--- config.mk ---
export PLATFORM = sky130hd
export DESIGN_NAME = crono_counter
export DESIGN_NICKNAME = d
export VERILOG_FILES = /design/src/rtl/crono_pkg.sv /design/src/rtl/bcd_to_7seg.sv /design/src/rtl/crono_counter.sv
export SDC_FILE = /design/constraint.sdc
export NUM_CORES = 1
export LEC_CHECK = 0
export ABC_CLOCK_PERIOD_IN_PS = 2600
export CORE_MARGIN = 3
export CORE_UTILIZATION = 54
export DETAILED_ROUTE_END_ITERATION = 7
export HOLD_SLACK_MARGIN = 0.15
export PLACE_DENSITY = 0.8
export SLEW_MARGIN = 10
export SYNTH_ARGS = -nofsm -noshare
export SYNTH_HDL_FRONTEND = slang
export SYNTH_SLANG_ARGS = --single-unit
--- constraint.sdc ---
create_clock -name clk -period 2.6 [get_ports clk]
set_input_delay 0.26 -clock clk [delete_from_list [all_inputs] [get_ports clk]]
set_output_delay 0.26 -clock clk [all_outputs]
set_load 0.005 [all_outputs]
--- src/rtl/crono_pkg.sv ---
// crono_pkg: shared constants for the stopwatch.
//   - control state encoding (IDLE / RUN / PAUSE)
//   - active-low 7-segment patterns {g,f,e,d,c,b,a} for digits 0-9
//   - BCD field limits and a BCD increment helper
package crono_pkg;

    localparam logic [1:0] ST_IDLE  = 2'd0;
    localparam logic [1:0] ST_RUN   = 2'd1;
    localparam logic [1:0] ST_PAUSE = 2'd2;

    localparam logic [6:0] SEG_0 = 7'b1000000;
    localparam logic [6:0] SEG_1 = 7'b1111001;
    localparam logic [6:0] SEG_2 = 7'b0100100;
    localparam logic [6:0] SEG_3 = 7'b0110000;
    localparam logic [6:0] SEG_4 = 7'b0011001;
    localparam logic [6:0] SEG_5 = 7'b0010010;
    localparam logic [6:0] SEG_6 = 7'b0000010;
    localparam logic [6:0] SEG_7 = 7'b1111000;
    localparam logic [6:0] SEG_8 = 7'b0000000;
    localparam logic [6:0] SEG_9 = 7'b0010000;

    // Field limits in BCD: centiseconds 99, seconds/minutes 59.
    localparam logic [7:0] CEN_LIMIT_BCD = 8'h99;
    localparam logic [7:0] SEC_LIMIT_BCD = 8'h59;

    // Digit value to active-low segments; 10-15 blank the digit.
    function automatic logic [6:0] seg_pattern(input logic [3:0] d);
        case (d)
            4'd0:    return SEG_0;
            4'd1:    return SEG_1;
            4'd2:    return SEG_2;
            4'd3:    return SEG_3;
            4'd4:    return SEG_4;
            4'd5:    return SEG_5;
            4'd6:    return SEG_6;
            4'd7:    return SEG_7;
            4'd8:    return SEG_8;
            4'd9:    return SEG_9;
            default: return '1;
        endcase
    endfunction

    // Two-digit BCD increment that returns 00 once the limit is reached,
    // so no out-of-range intermediate value is ever stored.
    function automatic logic [7:0] bcd_inc(input logic [7:0] v, input logic [7:0] limit);
        if (v == limit)
            return '0;
        else if (v[3:0] == 4'd9)
            return {v[7:4] + 4'd1, 4'd0};
        else
            return {v[7:4], v[3:0] + 4'd1};
    endfunction

endpackage

--- src/rtl/bcd_to_7seg.sv ---
// bcd_to_7seg: combinational BCD digit to active-low 7-segment decode.
//   bcd : input  [3:0] digit value (10-15 decode to all segments off)
//   seg : output [6:0] active-low segments {g,f,e,d,c,b,a}
module bcd_to_7seg
    import crono_pkg::*;
(
    input  logic [3:0] bcd,
    output logic [6:0] seg
);

    always_comb begin
        seg = seg_pattern(bcd);
    end

endmodule

--- src/rtl/crono_counter.sv ---
// crono_counter: mm:ss.cc stopwatch with a multiplexed 4-digit display.
//   clk       : system clock, all state on rising edge
//   reset     : synchronous active-low reset
//   tick_cen  : one-cycle 100 Hz centisecond tick
//   btn_ss    : start/stop level (debounced), acts on rising edge
//   btn_clr   : clear level (debounced), acts on rising edge
//   disp_mode : 0 shows ss.cc, 1 shows mm.ss
//   cen_bcd, sec_bcd, min_bcd : time fields as two BCD digits
//   running   : high while in RUN
//   wrap      : one-cycle pulse on 59:59.99 -> 00:00.00
//   Num       : active-low segments {dp,g,f,e,d,c,b,a} of the enabled digit
//   an        : active-low digit enable, an[0] rightmost
module crono_counter
    import crono_pkg::*;
#(
    parameter int unsigned SCAN_DIV = 25_000
) (
    input  logic       clk,
    input  logic       reset,
    input  logic       tick_cen,
    input  logic       btn_ss,
    input  logic       btn_clr,
    input  logic       disp_mode,
    output logic [7:0] cen_bcd,
    output logic [7:0] sec_bcd,
    output logic [7:0] min_bcd,
    output logic       running,
    output logic       wrap,
    output logic [7:0] Num,
    output logic [3:0] an
);

    localparam int unsigned SW = (SCAN_DIV > 2) ? $clog2(SCAN_DIV) : 1;
    localparam logic [SW-1:0] SCAN_LAST = SW'(SCAN_DIV - 1);

    logic [1:0]    state_q, state_d;
    logic          ss_prev, clr_prev;
    logic          ss_edge, clr_edge;
    logic [7:0]    cen_q, sec_q, min_q;
    logic          wrap_q;
    logic          count_en, clear_fields;
    logic          carry_c, carry_s, carry_m;
    logic [SW-1:0] scan_cnt;
    logic [1:0]    digit_sel;
    logic [3:0]    nibble;
    logic [6:0]    seg;
    logic [7:0]    num_q;
    logic [3:0]    an_q;

    always_comb begin
        ss_edge      = btn_ss & ~ss_prev;
        clr_edge     = btn_clr & ~clr_prev;
        // Counting looks at the registered state, so a tick on the
        // RUN->PAUSE edge counts and one on the ->RUN edge does not.
        count_en     = (state_q == ST_RUN) && tick_cen;
        clear_fields = (state_q == ST_PAUSE) && clr_edge;
        carry_c      = (cen_q == CEN_LIMIT_BCD);
        carry_s      = carry_c && (sec_q == SEC_LIMIT_BCD);
        carry_m      = carry_s && (min_q == SEC_LIMIT_BCD);
    end

    always_comb begin
        state_d = state_q;
        case (state_q)
            ST_IDLE:  if (ss_edge) state_d = ST_RUN;
            ST_RUN:   if (ss_edge) state_d = ST_PAUSE;
            ST_PAUSE: begin
                if (clr_edge)     state_d = ST_IDLE;
                else if (ss_edge) state_d = ST_RUN;
            end
            default:  state_d = ST_IDLE;
        endcase
    end

    always_ff @(posedge clk) begin
        if (!reset) begin
            state_q  <= ST_IDLE;
            // Load the current button levels so a button held across
            // reset release does not look like a fresh press.
            ss_prev  <= btn_ss;
            clr_prev <= btn_clr;
            cen_q    <= '0;
            sec_q    <= '0;
            min_q    <= '0;
            wrap_q   <= 1'b0;
        end else begin
            state_q  <= state_d;
            ss_prev  <= btn_ss;
            clr_prev <= btn_clr;
            wrap_q   <= count_en && carry_m;
            if (clear_fields) begin
                cen_q <= '0;
                sec_q <= '0;
                min_q <= '0;
            end else if (count_en) begin
                cen_q <= bcd_inc(cen_q, CEN_LIMIT_BCD);
                if (carry_c) sec_q <= bcd_inc(sec_q, SEC_LIMIT_BCD);
                if (carry_s) min_q <= bcd_inc(min_q, SEC_LIMIT_BCD);
            end
        end
    end

    // Display multiplexing: digit_sel walks 0..3 right to left.
    always_comb begin
        nibble = '0;
        case (digit_sel)
            2'd0: nibble = disp_mode ? sec_q[3:0] : cen_q[3:0];
            2'd1: nibble = disp_mode ? sec_q[7:4] : cen_q[7:4];
            2'd2: nibble = disp_mode ? min_q[3:0] : sec_q[3:0];
            2'd3: nibble = disp_mode ? min_q[7:4] : sec_q[7:4];
            default: nibble = '0;
        endcase
    end

    bcd_to_7seg u_seg (
        .bcd (nibble),
        .seg (seg)
    );

    always_ff @(posedge clk) begin
        if (!reset) begin
            scan_cnt  <= '0;
            digit_sel <= '0;
            an_q      <= 4'b1110;
            num_q     <= {1'b1, SEG_0};
        end else begin
            if (scan_cnt == SCAN_LAST) begin
                scan_cnt  <= '0;
                digit_sel <= digit_sel + 2'd1;
            end else begin
                scan_cnt  <= scan_cnt + SW'(1);
            end
            an_q  <= ~(4'b0001 << digit_sel);
            num_q <= {(digit_sel != 2'd2), seg};
        end
    end

    assign cen_bcd = cen_q;
    assign sec_bcd = sec_q;
    assign min_bcd = min_q;
    assign running = (state_q == ST_RUN);
    assign wrap    = wrap_q;
    assign Num     = num_q;
    assign an      = an_q;

endmodule

==> metrics.cfg <==
[outcome]
run_status = finished clean

[critical_path]
critical_path_peak_fanout = 9
r2r_end = Num[3]
cp-start-kind = flop
end_kind = flop
worstPathRequired_ps = 2800
path_class = reg2reg
worstPathArrival_ps = 2590
worst-r2r-setup-slack_ps = 210
r2r-start = digit_sel[0]
worst_r2r_path_depth = 9
cp-startpoint = digit_sel[0]

[yosys]
synth_compound_area_share_pct = 12.5
avgSynthCellArea_um2 = 8.69
synth_warnings = 0
syn_nets = 360
async_reset_ff_share_pct = 0
synthDistinctLibCells = 44
syn_area_um2 = 2890
synth.area.mux_share_pct = 3.50
netlist.area_leader.share_pct = 39.4
synth_edf_count = 0
syn-instance-count = 333
ys_seq_area_share_pct = 39.4
synth.most_common_cell = dfxtp_1
synth-simple-area-share_pct = 25.8
synth.largest_area_cell = dfxtp_1
synth_common_cells = 57 x dfxtp_1, 44 x nor2_1, 28 x nand2_1
synth_top_family_by_area = simple AND/OR/NAND/NOR gates
yosys-top-cells-area = dfxtp_1 39%, ha_1 9.1%, nor2_1 5.7%
synth_fa_ha_area_share_pct = 9.08
ys_ff_latch = 57
synthFlopType = dfxtp_1
synthXorXnorAreaFrac_pct = 6.06

[route]
drc = 0
first_pass_iters = 4
drtIter0Drc = 93
drtAntennaViolNets = 0
num_vias = 2477
finalWirelength_mm = 6.25
via_per_inst = 5.46
wire_per_inst_um = 13.8

[timing]
hold_violations = 0
fmax_ghz = 0.418
tightestPinTransition_ps = 770
fin_crit_ps = 2390
rsz0062_at_grt = no
fin_setup_tns_ps = 0
maxSlewViolCount = 0
hold_slack_ps = 402
min_period_over_period_pct = 91.9
relSlewSlack_pct = 48.2
skew_ps = 4.55
setup_viol = 0

[layout]
fillers = 453
multiInputGateArea_um2 = 1650
final_nets = 406
syn2layout_area_growth_pct = 24.1
final_cell_count_no_fill = 454
regArea_um2 = 1140
final_area_um2 = 3590
diodes = 0
drive_gt1_share_pct = 6.77

[placed_design]
dp.cells = 438
portBuffers = 43
hpwlAfterDp_mm = 4.48
place_area_um2 = 3390
gp_congestion = 0.870

[cts]
clock_sinks = 57
path_clk_slew_ps = 60
cts_tree = yes
cts.path.max_buffers = 2
cts_max_level = 3
cts_setup_buffers = 0
cts_buffers = 9
clk_latency_ps = 330
clockRootBuffer = clkbuf_8

[grt]
grt_use_total_pct = 21.7
grt_pass1_vias = 2356
grt_start_max_net_pins = 21
antenna_found_initial = 0
overflow = 0
grt_first_pass_wirelength_mm = 10.8

[hold_path]
min_to = ss_prev
min_path_type = in2reg
min_from = btn_ss
hold_depth = 1

[floorplanning]
die_x_um = 79.2
core_um2 = 5140
die_h_um = 79.2
row_count = 26
die_area_um2 = 6270
io_pins = 44
start_util_pct = 56.3

[pwr]
total_power_uw = 1780
pwr_density_cell_nw_per_um2 = 496
total_leakage_power_uw = 0.00141
peakVddDrop_v = 0.000295

[job]
maxCapViolCount = 0

-- worst max-delay path: stages, from the launching register on --
cell and delay [ps]:
dfxtp_1 330, inv_1 140, ha_1 350, a22oi_1 150, a21o_1 210, a22oi_1 340, inv_1 150, ha_1 330
o21ai_0 180, a31oi_1 100
-- per-layer routing --
layer	track usage (%)	wire length, µm	part of all wire, %
met5	0	0	0
met4	9.62	107	1.7
met3	5.78	211	3.4
met2	35.0	3110	50
met1	27.0	2820	45
-- state kept, by name, summed over array words and instances, names as in the netlist --
register,cells
Num,8
an,3
cen_bcd,8
clr_prev,1
digit_sel,2
min_bcd,8
scan_cnt,15
sec_bcd,8
ss_prev,1
state_q,2
wrap,1
-- layout by cell type (no fill, tap or decap), drive strengths merged, types with 11 or more instances in the layout --
cell	netlist	final
inv	14	14
a21oi	22	22
clkdlybuf4s50	0	43
nor2	44	44
nor3	12	12
nand3	12	12
ha	21	21
dfxtp	57	57
clkbuf	8	11
nand2	28	28
-- final cells by class --
class	instances	share of cell area, %
flip-flops and latches	57	31.8
clock inverters	5	1.53
inverters	14	1.46
clock buffers	11	3.94
repair buffers	47	12.8
multi-input cells	250	46.0
well taps	70	2.44
-- kinds of logic after synthesis --
family,after synthesis
and+or+nand+nor,141
muxes,10
DFF,57
buffers and inverters,26
adders and majority gates,21
xor gates and xnor gates,20
AOI/OAI and AO/OA,58
-- power breakdown --
group          internal (µW)  switching, µW  leakage, µW  total [µW]
Clock                    465            347    0.0000953         812
Combinational           34.6           40.5     0.000849        75.1
Sequential               884           9.30     0.000461         893
-- how the worst max path moves through the flow --
stage	endpoint	slack, ps	depth (start not counted)
after floorplan	Num[3]	430	10
after global placement	Num[3]	220	9
after detailed placement	Num[5]	120	7
after CTS	Num[5]	130	7
after global routing	Num[3]	0.1	7
final	Num[3]	210	9
-- stage by stage --
| step | worst slack, ps | util, % |
|---|---|---|
| finish | 210 | 69.9 |
| floorplan | 430 | - |
| global route | 0.134 | 69.9 |
| global placement | 220 | 65.9 |
| CTS | 131 | 69.8 |
| detailed placement | 120 | 65.9 |
-- repair_timing --
action	4_1_cts	5_1_grt
hold endpoints to repair	0	0
hold buffers	0	0
gates resized for setup	0	1
setup endpoints to repair	0	2
(Power assumes the default switching activity.)
